`src/rtl/seg_display_driver_pkg.sv`:
```
// Shared display constants for the multiplexed 4-digit seven-segment driver.
// All patterns are active-low and ordered {g,f,e,d,c,b,a}.
package seg_display_driver_pkg;

    typedef logic [1:0] scan_idx_t;

    localparam logic [6:0] SegBlank = 7'b1111111;
    localparam logic [3:0] AnOff    = 4'b1111;
    localparam scan_idx_t  DpIdx    = 2'd2;

    localparam logic [6:0] Seg0 = 7'b1000000;
    localparam logic [6:0] Seg1 = 7'b1111001;
    localparam logic [6:0] Seg2 = 7'b0100100;
    localparam logic [6:0] Seg3 = 7'b0110000;
    localparam logic [6:0] Seg4 = 7'b0011001;
    localparam logic [6:0] Seg5 = 7'b0010010;
    localparam logic [6:0] Seg6 = 7'b0000010;
    localparam logic [6:0] Seg7 = 7'b1111000;
    localparam logic [6:0] Seg8 = 7'b0000000;
    localparam logic [6:0] Seg9 = 7'b0010000;

    // Non-BCD codes 10-15 fall through to blank.
    function automatic logic [6:0] digit_pattern(input logic [3:0] bcd);
        logic [6:0] pat;
        case (bcd)
            4'd0:    pat = Seg0;
            4'd1:    pat = Seg1;
            4'd2:    pat = Seg2;
            4'd3:    pat = Seg3;
            4'd4:    pat = Seg4;
            4'd5:    pat = Seg5;
            4'd6:    pat = Seg6;
            4'd7:    pat = Seg7;
            4'd8:    pat = Seg8;
            4'd9:    pat = Seg9;
            default: pat = SegBlank;
        endcase
        return pat;
    endfunction

endpackage

```
`src/rtl/bcd_to_7seg.sv`:
```
// Combinational BCD to active-low seven-segment decoder; codes 10-15 are blank.
module bcd_to_7seg
    import seg_display_driver_pkg::*;
(
    input  logic [3:0] bcd_i,
    output logic [6:0] seg_o
);

    always_comb begin
        seg_o = digit_pattern(bcd_i);
    end

endmodule

```
`src/rtl/seg_display_driver.sv`:
```
// Time-multiplexed 4-digit seven-segment driver with blinking adjust pair.
// Outputs are registered from the scan index in effect before each edge.
module seg_display_driver
    import seg_display_driver_pkg::*;
#(
    parameter int unsigned REFRESH_DIV = 100000,
    parameter int unsigned BLINK_DIV   = 25000000
) (
    input  logic       clk,
    input  logic       rst,
    input  logic [3:0] seconds_ones,
    input  logic [3:0] seconds_tens,
    input  logic [3:0] minutes_ones,
    input  logic [3:0] minutes_tens,
    input  logic       adjust,
    input  logic       select,
    output logic [3:0] an,
    output logic [6:0] seg,
    output logic       dp
);

    localparam int unsigned RefreshW = (REFRESH_DIV > 1) ? $clog2(REFRESH_DIV) : 1;
    localparam int unsigned BlinkW   = (BLINK_DIV > 1) ? $clog2(BLINK_DIV) : 1;

    localparam logic [RefreshW-1:0] RefreshMax = RefreshW'(REFRESH_DIV - 1);
    localparam logic [BlinkW-1:0]   BlinkMax   = BlinkW'(BLINK_DIV - 1);

    logic [RefreshW-1:0] refresh_q, refresh_d;
    logic [BlinkW-1:0]   blink_q, blink_d;
    scan_idx_t           scan_q, scan_d;
    logic                blink_on_q, blink_on_d;
    logic [3:0]          an_q, an_d;
    logic [6:0]          seg_q, seg_d;
    logic                dp_q, dp_d;

    logic [3:0] cur_digit;
    logic [6:0] dec_seg;
    logic       blank;

    always_comb begin
        unique case (scan_q)
            2'd0:    cur_digit = seconds_ones;
            2'd1:    cur_digit = seconds_tens;
            2'd2:    cur_digit = minutes_ones;
            default: cur_digit = minutes_tens;
        endcase
    end

    bcd_to_7seg u_dec (
        .bcd_i (cur_digit),
        .seg_o (dec_seg)
    );

    always_comb begin
        refresh_d = refresh_q + RefreshW'(1);
        scan_d    = scan_q;
        if (refresh_q == RefreshMax) begin
            refresh_d = '0;
            scan_d    = scan_q + 2'd1;
        end

        blink_d    = blink_q + BlinkW'(1);
        blink_on_d = blink_on_q;
        if (blink_q == BlinkMax) begin
            blink_d    = '0;
            blink_on_d = ~blink_on_q;
        end
    end

    // scan_q[1] distinguishes the minutes pair (1) from the seconds pair (0).
    always_comb begin
        blank = adjust && !blink_on_q && (select == scan_q[1]);
        an_d  = ~(4'b0001 << scan_q);
        seg_d = blank ? SegBlank : dec_seg;
        dp_d  = !((scan_q == DpIdx) && !blank);
    end

    always_ff @(posedge clk) begin
        if (!rst) begin
            refresh_q  <= '0;
            blink_q    <= '0;
            scan_q     <= '0;
            blink_on_q <= 1'b1;
            an_q       <= AnOff;
            seg_q      <= SegBlank;
            dp_q       <= 1'b1;
        end else begin
            refresh_q  <= refresh_d;
            blink_q    <= blink_d;
            scan_q     <= scan_d;
            blink_on_q <= blink_on_d;
            an_q       <= an_d;
            seg_q      <= seg_d;
            dp_q       <= dp_d;
        end
    end

    assign an  = an_q;
    assign seg = seg_q;
    assign dp  = dp_q;

endmodule

```
`config.mk`:
```
export PLATFORM = sky130hd
export DESIGN_NAME = seg_display_driver
export DESIGN_NICKNAME = d
export VERILOG_FILES = /design/src/rtl/seg_display_driver_pkg.sv /design/src/rtl/bcd_to_7seg.sv /design/src/rtl/seg_display_driver.sv
export SDC_FILE = /design/constraint.sdc
export NUM_CORES = 1
export LEC_CHECK = 0
export ABC_AREA = 1
export BUFFER_PORTS_ARGS = -buffer_cell sky130_fd_sc_hd__buf_4
export CORE_MARGIN = 3
export CORE_UTILIZATION = 41
export DETAILED_ROUTE_END_ITERATION = 7
export PLACE_DENSITY = 0.56
export SLEW_MARGIN = 40
export SYNTH_ARGS = -nofsm -noshare
export SYNTH_HDL_FRONTEND = slang
export SYNTH_SLANG_ARGS = --single-unit
```
`constraint.sdc`:
```
create_clock -name clk -period 2.3 [get_ports clk]
set_input_delay 0.23 -clock clk [delete_from_list [all_inputs] [get_ports clk]]
set_output_delay 0.23 -clock clk [all_outputs]
set_load 0.02 [all_outputs]
```
# After elaboration in Yosys (flattened, before gate mapping)
# Memory sizes are Yosys's and may differ from the RTL's. A register that Yosys moved wholly into a read port is not among the register bits.
# Cells that the tools add are included.
[classes] n_addsub=3 eq_ne=5 shift=1 mux=1 bitwise_logic=3 n_reduce_logical=10
[op_table] cell="25-bit by 1-bit adder with 25-bit output, second input constant" count=1
[op_table] cell="25-bit equality test, second input constant" count=1
[op_table] cell="17-bit by 1-bit adder with 17-bit output, second input constant" count=1
[op_table] cell="17-bit equality test, second input constant" count=1
[op_table] cell="4-bit one-hot mux with 3 select lines" count=1
[op_table] cell="2-bit OR reduction" count=3
[op_table] cell="4-bit NOT" count=1
[op_table] cell="1-bit by 2-bit << shifter with 4-bit output, first input constant" count=1
[op_table] cell="1-bit logical AND" count=3
[op_table] cell="1-bit logical NOT" count=3
[op_table] cell="2-bit by 1-bit adder with 2-bit output, second input constant" count=1
[op_table] cell="2-bit by 1-bit equality test with 1-bit output, second input constant" count=1
[op_table] cell="2-bit equality test, second input constant" count=1
[op_table] cell="2-bit logical NOT" count=1
[op_table] cell="1-bit NOT" count=2
[op_table] cell="1-bit equality test" count=1
[totals] regBits=50 romBits=112 inputBits=20 out_inout_bits=12 word_cells=30 mem_count=1
[mem_list] memory="(no name shown)" words=16 word_bits=7 read_ports=1 rd_ports_with_merged_regs=1 write_ports=0 line_no="seg_display_driver_pkg.sv:25" rtl="case (bcd)"

# Longest topological paths before layout
[depth] ltp_word=6 depth_mapped=11 mapped_depth_nobuf=11

# Cells and area by module
# From an unflattened synthesis, not the netlist that was laid out.
[hier_totals] cells_unflattened=444 hier_area_um2=3015.4
[by_module_without_submodules] module="seg_display_driver" instances=1 cells_each=409 area_per_inst_um2=2827.7 seq_area_each_um2=1141.1
[by_module_without_submodules] module="bcd_to_7seg" instances=1 cells_each=35 area_per_inst_um2=187.7 seq_area_each_um2=0.0

# Worst setup path after synthesis
# No wires, ideal clock.
[synth_timing] kind="flip-flop to flip-flop" from="register scan_q[0]" to="register seg_q[1] (netlist: seg[1])" setup_ps=58 arrival_time_ps=1807 t_required_ps=2242 setup_slack_ps=435 stages_incl_launch_ff=10 n_path_buf=0 synth_period_minus_slack_ps=1865 cell_sequence="dfxtp_1 > inv_1 > ha_1 > nand2_1 > nand2_1 > o21bai_1 > inv_1 > ha_1 > or2_2 > nand2_1"
[synth_between] elab_chain_len=2 word_cells_on_any_way=4 classes_between="eq/ne: 2; mux: 1; reduce/logical: 1"
[synth_lines] item="start: declaration" line_no="seg_display_driver.sv:30" rtl="scan_idx_t scan_q, scan_d;"
[synth_lines] item="start signal: assignment" line_no="seg_display_driver.sv:90" rtl="scan_q <= scan_d;"
[synth_lines] item="2-bit equality test, or another cell as far along" line_no="seg_display_driver.sv:41" rtl="unique case (scan_q)"
[synth_lines] item="4-bit one-hot mux with 3 select lines *" line_no="seg_display_driver.sv:41"
[synth_lines] item="end: declaration" line_no="seg_display_driver.sv:33" rtl="logic [6:0] seg_q, seg_d;"
# Mark *: on every way between the ends. The rest lies on a longest branch, timed or not.
# A chain may end at the register's enable or synchronous reset.

# Worst setup path in the final report
# Same ends and word-level chain as after synthesis.

==> results.md <==
- The number of max-cap violations is 0.
- The run finished with clean final reports.
- The number of top-level pins is 32.
- After floorplanning, the core was sized to cover 7020 µm².
- The reg-to-reg endpoint is seg[1].
- The net count after synthesis is 490.
- The top fanout value on the critical path is 6.
- The insertion delay to the later sink of the worst-skew pair is 0.34 ns.
- 0 antenna diodes ended up in the layout.
- The die span in y is 92.5 µm.
- The sequential group share of total power is 0.487.
- The initial utilization of the core area, before any placement, comes to 0.437.
- For the pin with the worst max-slew slack, the measured transition is 0.445 ns.
- Counting flops and latches in the post-synthesis netlist gives 57.
- The final worst-path setup slack is 0.352 ns.
- The headroom to the max-slew limit is 0.702.
- The die area is 8560 µm².
- Leaving out fill and tap cells, the most frequent cells in the layout are nand2_1 (149), nor2_1 (82), dfxtp_1 (57).
- The share of total power dissipated in combinational logic is 0.063.
- The area added between synthesis and finish is 16.6%.
- The detailed route wirelength on metal2 is 2.95 mm.
- Summed over all layers, the routed wires come to 6.49 mm.
- The total negative slack for setup checks is 0 ns.
- The post-synthesis sequential area ratio is 0.372.
- The clock-pin slew of the registers on the worst-case setup and hold paths is 0.06 ns.
- The startpoint type of the worst setup path is a flop.
- In this run, the number of DRC markers left after iteration 0 of detailed routing was 109.
- Wire segments on met3 add up to 278 µm in the final route.
- The largest buffer count on any clock path is 2.
- IR analysis of the VDD net gives a maximum drop of 0.314 mV.
- The number of nets with antenna violations after detailed routing is 0.
- Of the cells placed in the final design, the portion with a size suffix greater than 1 is 0.143.
- After detailed routing, the number of remaining DRC violations is 0.
- Of the available clock period, the critical path in the final layout requires 0.847.
- The worst setup path is captured at a flop.
- The clock tree synthesis step divided the H-tree into 3 levels.
- Hold repair after CTS inserted 0 buffers.
- The via count of the first global-routing pass is 2527.
- The library cell used most frequently in the layout, excluding fill and tap cells, is nand2_1.
- Entering global routing, the biggest net connects 25 pins.
- Dividing total power by cell area gives a power density of 583 nW/µm².
- The part of the total power dissipated in the clock network is 0.450.
- The hold violation total from the final report was 0.
- The startpoint of the most critical register-to-register path is scan_q[0].
- The synthesized netlist contains 27 unique library cells.
- The leakage component of the power is 0.00138 µW.
- The final weighted congestion in routability-driven placement is 0.900.
- The worst hold-check path type is in -> reg.
- The post-placement setup slack is 0.340 ns.
- Setup repair after global routing left no endpoint under its margin.
- The number of detailed-route iterations in the first pass is 4.
- The placed cell count is 584.
- Of the post-synthesis cell area, the dominant cell type holds 0.372.
- The global-route congestion overflow total is 0.
- The setup skew after layout is 0.00701 ns.
- The most area-hungry cell type in the Yosys netlist is dfxtp_1.
- The worst-case hold slack is 0.164 ns.
- With fillers left out, the area of the finished cells amounts to 3580 µm².
- The wire length of the first global-routing pass is 11.1 mm.
- The highest layer used for signal routing is met4.
- Each instance of the synthesized netlist takes up on average 6.67 µm².
- The placed cell area is 3380 µm².
- The net load switching power is 471 µW.
- For this run, the post-layout net count is 529.
- The final-report max-slew violation count is 0.
- Setup slack on the worst reg-to-reg path comes out at 0.35 ns.
- Counting cells, the worst reg-to-reg path comes to 9.
- The number of stages on the worst hold path is 2.
- The detailed router put a total of 3.16 mm of wire on met1.
- The detailed placement HPWL is 4.95 mm.
- The synthesized netlist cell count is 460.
- In the post-synthesis netlist, the biggest area contributors are dfxtp_1 (37%), nand2_1 (18%), nor2_1 (10%).
- Timing would allow up to 0.513 GHz.
- The number of antenna violations at the first check in global routing is 0.
- The warning count from the yosys run is 0.
- The netlist area before placement is 3070 µm².
- The switching share of total power is 0.226.
- By startpoint and endpoint, the worst setup path is classified as reg -> reg.
- The combined global-route utilization of all metal layers is 0.162.
- The path with the worst hold slack has its endpoint at an[3].
- In this run the most critical hold path is launched from rst.
- The number of port buffers is 31.
- The die is 92.5 µm wide.
- For the worst setup path, the data arrival time is 2.23 ns.
- The internal power of the cells is 1620 µW.
- At the worst endpoint, the required time is 2.58 ns.
- In the routed layout, each cell is associated on average with a via count of 4.68.
- The buffer cell driving the clock tree root is clkbuf_8.
- The routed layout has 2801 vias.
- The time the worst path needs with I/O delays and setup is 1.95 ns.
- In this run, CTS created clock tree buffers numbering 9.
- The buffer count from post-CTS setup fixing is 0.
- Dividing the detail-routed wire length by the instance count gives 10.8 µm.
- The TritonCTS clock tree is built.
- Setup violations remaining at the end of the flow were counted as 0.
- Once the clock tree was built, the resizer swapped 0 gates to a different size.
- The tree built by TritonCTS fans out to 57 sinks.
- The number of placement rows is 30.
- For this run, the number of standard cells in the final layout without fillers is 599.
power by group through the flow:
stage / sequential, µW / combinational (µW) / clock [µW]
3_3_place_gp: 1040 / 133 / 0
6_report: 1020 / 132 / 939
5_1_grt: 1020 / 147 / 1010
3_5_place_dp: 1040 / 133 / 0
2_1_floorplan: 1050 / 71.8 / 0
4_1_cts: 1020 / 133 / 970
routing by layer:
layer | vias up | GRT usage
met3 | 10 | 0.0422
met5 | - | 0
met1 | 1243 | 0.206
met4 | 0 | 0.0705
met2 | 39 | 0.257
li1 | 1509 | -
how the worst max path moves through the flow:
| stage | startpoint | to | depth (start not counted) |
|---|---|---|---|
| floorplan | scan_q[0] | seg[1] | 9 |
| global placement | scan_q[0] | seg[1] | 8 |
| detailed placement | scan_q[0] | seg[1] | 9 |
| CTS | scan_q[0] | seg[1] | 9 |
| global route | scan_q[0] | seg[1] | 9 |
| finish | scan_q[0] | seg[1] | 9 |
flip-flops by register name, indices dropped and copies added, names as in the netlist:
register	flops
an	4
seg	7
blink_q	25
blink_on_q	1
refresh_q	17
dp	1
scan_q	2
logic make-up (layout without fill, tap and decap cells):
kind of cell,count (synthesis),count (layout),share of synthesized area
AO/OA/AOI/OAI,23,23,0.0461
XOR/XNOR,17,17,0.0485
adder cells (fa/ha/maj),10,10,0.0408
buffers and inverters,54,97,0.0762
flip-flops,57,57,0.372
AND/OR/NAND/NOR,299,299,0.417
synth_stat cells:
cell	number
nor2_1	82
clkbuf_1	1
nand2_4	2
a21oi_2	1
o21ai_0	1
buf_6	2
dfxtp_1	57
buf_12	1
nand3_1	31
nand4_1	9
nand2_1	149
nor2_2	11
a21oi_1	16
nand3b_1	3
xor2_1	10
inv_2	1
nand2_2	4
nand3b_2	1
or2_2	2
a21oi_4	1
o21bai_1	3
inv_1	49
nor3_1	3
xnor2_1	7
o21ai_2	1
ha_1	10
nor2_4	2
critical path, cell delays in order (launching register included):
cell	delay, ns
dfxtp_1	0.43
inv_1	0.09
ha_1	0.28
nand2_1	0.09
nand2_1	0.04
o21bai_1	0.19
inv_1	0.11
ha_1	0.29
or2_2	0.30
nand2_1	0.07
metrics by stage:
step	power, µW	util
floorplan	1120	-
global placement	1170	0.482
detailed placement	1170	0.482
CTS	2120	0.510
global route	2180	0.510
finish	2090	0.510
area by class of cell:
| class | instances | area (µm²) |
|---|---|---|
| repair buffers | 32 | 240 |
| clock inverters | 3 | 40.0 |
| fillers | 711 | 3440 |
| flip-flops and latches | 57 | 1140 |
| inverters | 50 | 188 |
| clock buffers | 12 | 155 |
| multi-input cells | 349 | 1690 |
| well taps | 96 | 120 |
(Power assumes the default switching activity.)
